`config.mk`:
```
export PLATFORM = sky130hd
export DESIGN_NAME = mem_dma
export DESIGN_NICKNAME = d
export VERILOG_FILES = /design/src/rtl/mem_dma.sv
export SDC_FILE = /design/constraint.sdc
export NUM_CORES = 1
export LEC_CHECK = 0
export ABC_CLOCK_PERIOD_IN_PS = 4250
export BUFFER_PORTS_ARGS = -buffer_cell sky130_fd_sc_hd__buf_4
export CAP_MARGIN = 25
export CORE_UTILIZATION = 45
export CTS_CLUSTER_SIZE = 12
export DETAILED_ROUTE_END_ITERATION = 6
export PLACE_DENSITY = 0.73
export SETUP_SLACK_MARGIN = 0.05
export SLEW_MARGIN = 10
export SYNTH_ARGS = -nofsm -noshare
export SYNTH_HDL_FRONTEND = slang
export SYNTH_SLANG_ARGS = --single-unit
```
`constraint.sdc`:
```
create_clock -name clk -period 4.25 [get_ports clk]
set_clock_uncertainty 0.05 [all_clocks]
set_input_delay 0 -clock clk [delete_from_list [all_inputs] [get_ports clk]]
set_output_delay 0 -clock clk [all_outputs]
set_load 0.02 [all_outputs]
```
`src/rtl/mem_dma.sv`:
```
// Single-channel memory DMA: copies a block of words between two regions, or fills
// a region with one constant word. It writes one word per cycle through a write
// port fed by a combinational read port.
//
//   state | meaning
//   ------+--------------------------------------------------------------
//   IDLE  | waiting for start; the request is latched on the start edge
//   XFER  | one word written per cycle, cursors and counter advancing
//   DONE  | one-cycle completion pulse, err shows whether the request was rejected
module mem_dma #(
    parameter int LEN_W = 11
) (
    input  logic             clk,
    input  logic             reset,
    input  logic             start,
    input  logic             mode,
    input  logic [31:0]      src_addr,
    input  logic [31:0]      dst_addr,
    input  logic [LEN_W-1:0] len,
    input  logic [31:0]      fill_val,
    output logic             busy,
    output logic             done,
    output logic             err,
    output logic             mem_we,
    output logic [31:0]      mem_addr0,
    output logic [31:0]      mem_wd0,
    output logic [31:0]      mem_addr1,
    input  logic [31:0]      mem_rd1
);

    typedef enum logic [1:0] {
        IDLE = 2'd0,
        XFER = 2'd1,
        DONE = 2'd2
    } state_t;

    localparam logic [LEN_W-1:0] LEN_ONE = LEN_W'(1);

    state_t           state;
    state_t           state_nxt;

    logic [31:0]      src_cur;
    logic [31:0]      dst_cur;
    logic [LEN_W-1:0] cnt;
    logic [LEN_W-1:0] len_q;
    logic             mode_q;
    logic [31:0]      fill_q;
    logic             err_q;
    logic             desc_q;

    logic             req_bad;
    logic             req_empty;
    logic             req_desc;
    logic [33:0]      src_end;
    logic [31:0]      span;
    logic [31:0]      src_init;
    logic [31:0]      dst_init;
    logic             last_word;

    // Request decode, evaluated on the raw inputs so it can be latched on the start edge.
    always_comb begin
        req_bad   = (~mode & (src_addr[1:0] != 2'b00)) | (dst_addr[1:0] != 2'b00);
        req_empty = (len == '0);
        // 34-bit end address so a source block near the top of memory cannot wrap the compare
        src_end   = {2'b00, src_addr} + 34'({len, 2'b00});
        req_desc  = ~mode & (dst_addr > src_addr) & ({2'b00, dst_addr} < src_end);
        span      = 32'({len - LEN_ONE, 2'b00});
        src_init  = req_desc ? (src_addr + span) : src_addr;
        dst_init  = req_desc ? (dst_addr + span) : dst_addr;
    end

    assign last_word = (cnt == (len_q - LEN_ONE));

    always_ff @(posedge clk) begin
        if (reset) begin
            state   <= IDLE;
            src_cur <= '0;
            dst_cur <= '0;
            cnt     <= '0;
            len_q   <= '0;
            mode_q  <= 1'b0;
            fill_q  <= '0;
            err_q   <= 1'b0;
            desc_q  <= 1'b0;
        end else begin
            state <= state_nxt;
            case (state)
                IDLE: begin
                    if (start) begin
                        src_cur <= src_init;
                        dst_cur <= dst_init;
                        cnt     <= '0;
                        len_q   <= len;
                        mode_q  <= mode;
                        fill_q  <= fill_val;
                        err_q   <= req_bad;
                        desc_q  <= req_desc;
                    end
                end
                XFER: begin
                    src_cur <= desc_q ? (src_cur - 32'd4) : (src_cur + 32'd4);
                    dst_cur <= desc_q ? (dst_cur - 32'd4) : (dst_cur + 32'd4);
                    cnt     <= cnt + LEN_ONE;
                end
                default: ;
            endcase
        end
    end

    always_comb begin
        state_nxt = state;
        case (state)
            IDLE: begin
                if (start) begin
                    state_nxt = (req_bad || req_empty) ? DONE : XFER;
                end
            end
            XFER: begin
                if (last_word) begin
                    state_nxt = DONE;
                end
            end
            DONE:    state_nxt = IDLE;
            default: state_nxt = IDLE;
        endcase
    end

    always_comb begin
        busy      = 1'b0;
        done      = 1'b0;
        err       = 1'b0;
        mem_we    = 1'b0;
        mem_addr0 = '0;
        mem_addr1 = '0;
        mem_wd0   = '0;
        case (state)
            XFER: begin
                busy      = 1'b1;
                mem_we    = 1'b1;
                mem_addr0 = dst_cur;
                // Fill never reads, so the read port is held at zero
                mem_addr1 = mode_q ? 32'd0 : src_cur;
                mem_wd0   = mode_q ? fill_q : mem_rd1;
            end
            DONE: begin
                done = 1'b1;
                err  = err_q;
            end
            default: ;
        endcase
    end

endmodule

```
==> out/summary.txt <==
Worst R2R Path Depth -> 11
met1 global-route usage -> 41.11%
maxcap violations -> 0
via count of the first global-routing pass -> 13110
CP Capture Point -> dst_cur[30]
most frequent cell after synthesis -> nand2_1
slew at the pin with the worst max-slew slack -> 951.4 ps
Leakage -> 0.008211 uW
average instance area after synthesis -> 7.544 sq um
IR drop worst, VDD -> 0.0002187 V
gate count after technology mapping -> 1713
footprint of the flip-flops and latches -> 0.002465 sq mm
number of buffers inserted during clock tree synthesis -> 17
Max Transition Viols Final -> 0
capturing point of the worst reg2reg path -> src_cur[31]
I/O pin cnt -> 243
Clock transition at path regs -> 60 ps
top-area cell type share of the netlist area -> 19.05%
total via count after detailed routing -> 14370
required time at the endpoint of the critical path -> 4510 ps
initial standard-cell utilization of the core -> 46.14%
routed length per instance -> 18.40 microns
post-synthesis register bit count -> 123
run status -> finished, final reports clean
final-report hold violation count -> 0
count of endpoints failing setup in the final report -> 0
portion of netlist area occupied by mux cells -> 3.727%
num rows -> 61
leading cell types by count after synthesis -> nand2_1 (190), a21oi_1 (171), nor2_1 (158)
number of remaining DRC errors -> 0
share of the yosys chip area belonging to registers -> 19.05%
clock tree root buffer cell -> clkbuf_16
first-pass GRT wire length -> 68.86 mm
Die Width -> 171.5 microns
worst flop-to-flop path startpoint -> desc_q
fraction of final layout cells with drive strength greater than 1 -> 24.16%
category of cells accounting for the largest share of critical-path delay -> compound AO/OA/AOI/OAI gates
crit path time final -> 4217 ps
Die Y -> 171.5 microns
maximum single-stage delay on the critical path -> 420 ps
count of distinct cell types in the synthesized netlist -> 75
weighted congestion at the end of routability-driven global placement -> 0.9891
path category of the worst min-delay check -> input pin to register
number of antenna violations at the first check in global routing -> 1
count of yosys warnings during synthesis -> 0
predominant post-synthesis flop cell -> dfxtp_1
count of buffers from port buffering -> 242
number of search-and-repair iterations in the first detailed-routing pass -> 6
pwr dens -> 250.7 mW/mm^2
CTS tree -> done
total power draw -> 4449 uW
buffer levels on the longest clock path -> 2
Post-synth EDFFs -> 0
number of buffer and inverter stages on the critical path -> 4
biggest fanout along the worst timing path -> 7
area fraction in compound gates after synthesis -> 23.47%
dominant cell type by area after synthesis -> dfxtp_1
GRT busiest layer -> met2
Worst Path Arrival -> 4480 ps
kind of critical path -> input pin to register
Sinks on Clock Net -> 123
synthesized-area fraction occupied by xor and xnor cells -> 10.03%
first-iteration detailed-routing DRC count -> 1148
total number of cells along the worst setup path -> 26
main area contributors after synthesis -> dfxtp_1 (19%), ha_1 (15%), xnor2_1 (7.0%), a21oi_1 (6.6%), nand2_1 (5.5%)
worst slew slack as a fraction of its limit -> 36.48%
Critical Path Source -> src_addr[3]
final worst path period share -> 99.23%
clock network latency to the later pin of the worst-skew pair -> 430 ps
Mapped Nets -> 2015
Total Negative Setup Slacks -> 0 ps
Die Footprint -> 0.02940 sq mm
post-synthesis share of cell area spent on and, or, nand and nor gates -> 23.16%
Nets -> 2392
fmax -> 0.2371 GHz
unrepaired setup endpoints after global routing -> true
detailed-route vias per instance -> 5.792
largest family of logic cells by synthesized area -> compound AO/OA/AOI/OAI gates
share of synthesized cell area in full adder, half adder and majority cells -> 15.68%
pin count of the biggest net entering global routing -> 69
multi-input combinational cell area -> 0.01037 sq mm
met3 usage in global routing -> 4.878%
Core Area -> 0.02801 sq mm
proportion of synthesized flip-flops having asynchronous set or reset -> 0%
GRT Util Overall -> 29.89%
cell with the largest stage delay on the worst path -> or3b_4
Area Overhead vs Synth -> 37.29%
worst reg2reg setup slack -> 600 ps
half-perimeter wire length of the detailed placement result -> 34.08 mm
area of the mapped netlist -> 0.01292 sq mm
GRT overflow -> 0
final antenna-violating net count -> 0
Detailed Route WL -> 45.65 mm
Filler cells -> 2383
startpoint class of the critical path -> input pin
type of destination of the critical path -> register
global routing met2 resource utilization -> 48.13%
deepest level of the CTS H-tree -> 4
# diodes -> 0
metal layers:
metal / routed length (microns) / vias up
li1: - / 6899
met1: 19910 / 6743
met2: 21000 / 647
met3: 3797 / 79
met4: 916 / 2
met5: 18 / -
cells by family (layout without fill, tap and decap cells):
family                   after synthesis  count (layout)
AO/OA/AOI/OAI                        471             471
adder cells (fa/ha/maj)              159             159
AND/OR/NAND/NOR                      613             613
multiplexers                          48              48
XOR/XNOR                             148             148
flip-flops                           123             123
buffers and inverters                151             541
layout make-up:
type	count	area share, %
Clock buffer	18	2.475
Clock inverter	14	0.8674
Inverter	82	1.735
Multi-Input combinational cell	1439	58.42
Sequential cell	123	13.89
Tap cell	378	2.666
Timing Repair Buffer	427	19.94
power breakdown:
| part | internal [uW] | switching [uW] | total [uW] |
|---|---|---|---|
| sequential | 1240 | 85.8 | 1330 |
| combinational | 749 | 885 | 1630 |
| clock | 889 | 599 | 1490 |
| total | 2880 | 1570 | 4450 |
registers in the layout, indices dropped and copies added, names as in the netlist:
register and flops:
state 2, desc_q 1, src_cur 32, cnt 11, len_q 11, fill_q 32, dst_cur 32, mode_q 1
err_q 1
stage by stage:
| step | util [%] | std cells | setup slack [ps] | hold slack, ps | cell area [sq um] |
|---|---|---|---|---|---|
| finish | 63.34 | 2481 | 32.69 | 6.789 | 17740 |
| CTS | 61.92 | 2472 | -88.66 | 6.667 | 17340 |
| global placement | 56.07 | 2360 | -612.7 | 197.3 | 15710 |
| floorplan | - | 1713 | -8.340 | 85.96 | 12970 |
| global route | 63.34 | 2481 | -207.0 | 14.72 | 17740 |
| detailed placement | 56.08 | 2361 | -666.8 | 204.2 | 15710 |
worst min path at each step:
stage	to	start	depth (start not counted)	slack, ps
after global placement	fill_q[22]	fill_val[22]	3	200
after global routing	src_cur[26]	src_addr[26]	4	10
after floorplan	dst_cur[0]	dst_addr[0]	2	90
after CTS	dst_cur[4]	dst_addr[4]	5	7
after detailed placement	fill_q[18]	fill_val[18]	3	200
final	src_cur[26]	src_addr[26]	4	7
timing repair:
action	CTS	global route
hold buffers	67	2
pin swaps	33	51
hold endpoints to repair	68	2
resized for setup	42	78
endpoints found under the setup margin	28	60
buffers inserted	10	6
gates cloned	2	1
cell usage in the layout, fill, tap and decap left out, drive strengths merged, types with 19 or more instances in the layout:
| cell type | synthesis | layout |
|---|---|---|
| a211oi | 27 | 27 |
| nor2 | 158 | 158 |
| a21oi | 172 | 172 |
| nand2 | 194 | 194 |
| inv | 82 | 89 |
| buf | 21 | 357 |
| dlygate4sd3 | 0 | 69 |
| mux2i | 47 | 47 |
| and3 | 20 | 20 |
| a21o | 56 | 56 |
| clkbuf | 48 | 19 |
| xor2 | 44 | 44 |
| ha | 154 | 154 |
| nand3 | 43 | 43 |
| xnor2 | 104 | 104 |
| dfxtp | 123 | 123 |
| o21ai | 74 | 74 |
| nor3 | 27 | 27 |
| and2 | 64 | 64 |
| nand4 | 28 | 28 |
worst reg2reg max path, cell delays in order (launching register included):
cell and delay, ps:
dfxtp_2 670, buf_4 420, ha_1 350, a21o_1 210, a21o_1 180, a21o_1 200, o211ai_1 170, a21o_1 150
a21oi_1 120, a211o_1 360, nor4b_1 180, or4_1 480
No activity file was read; power rests on OpenSTA's default activity.
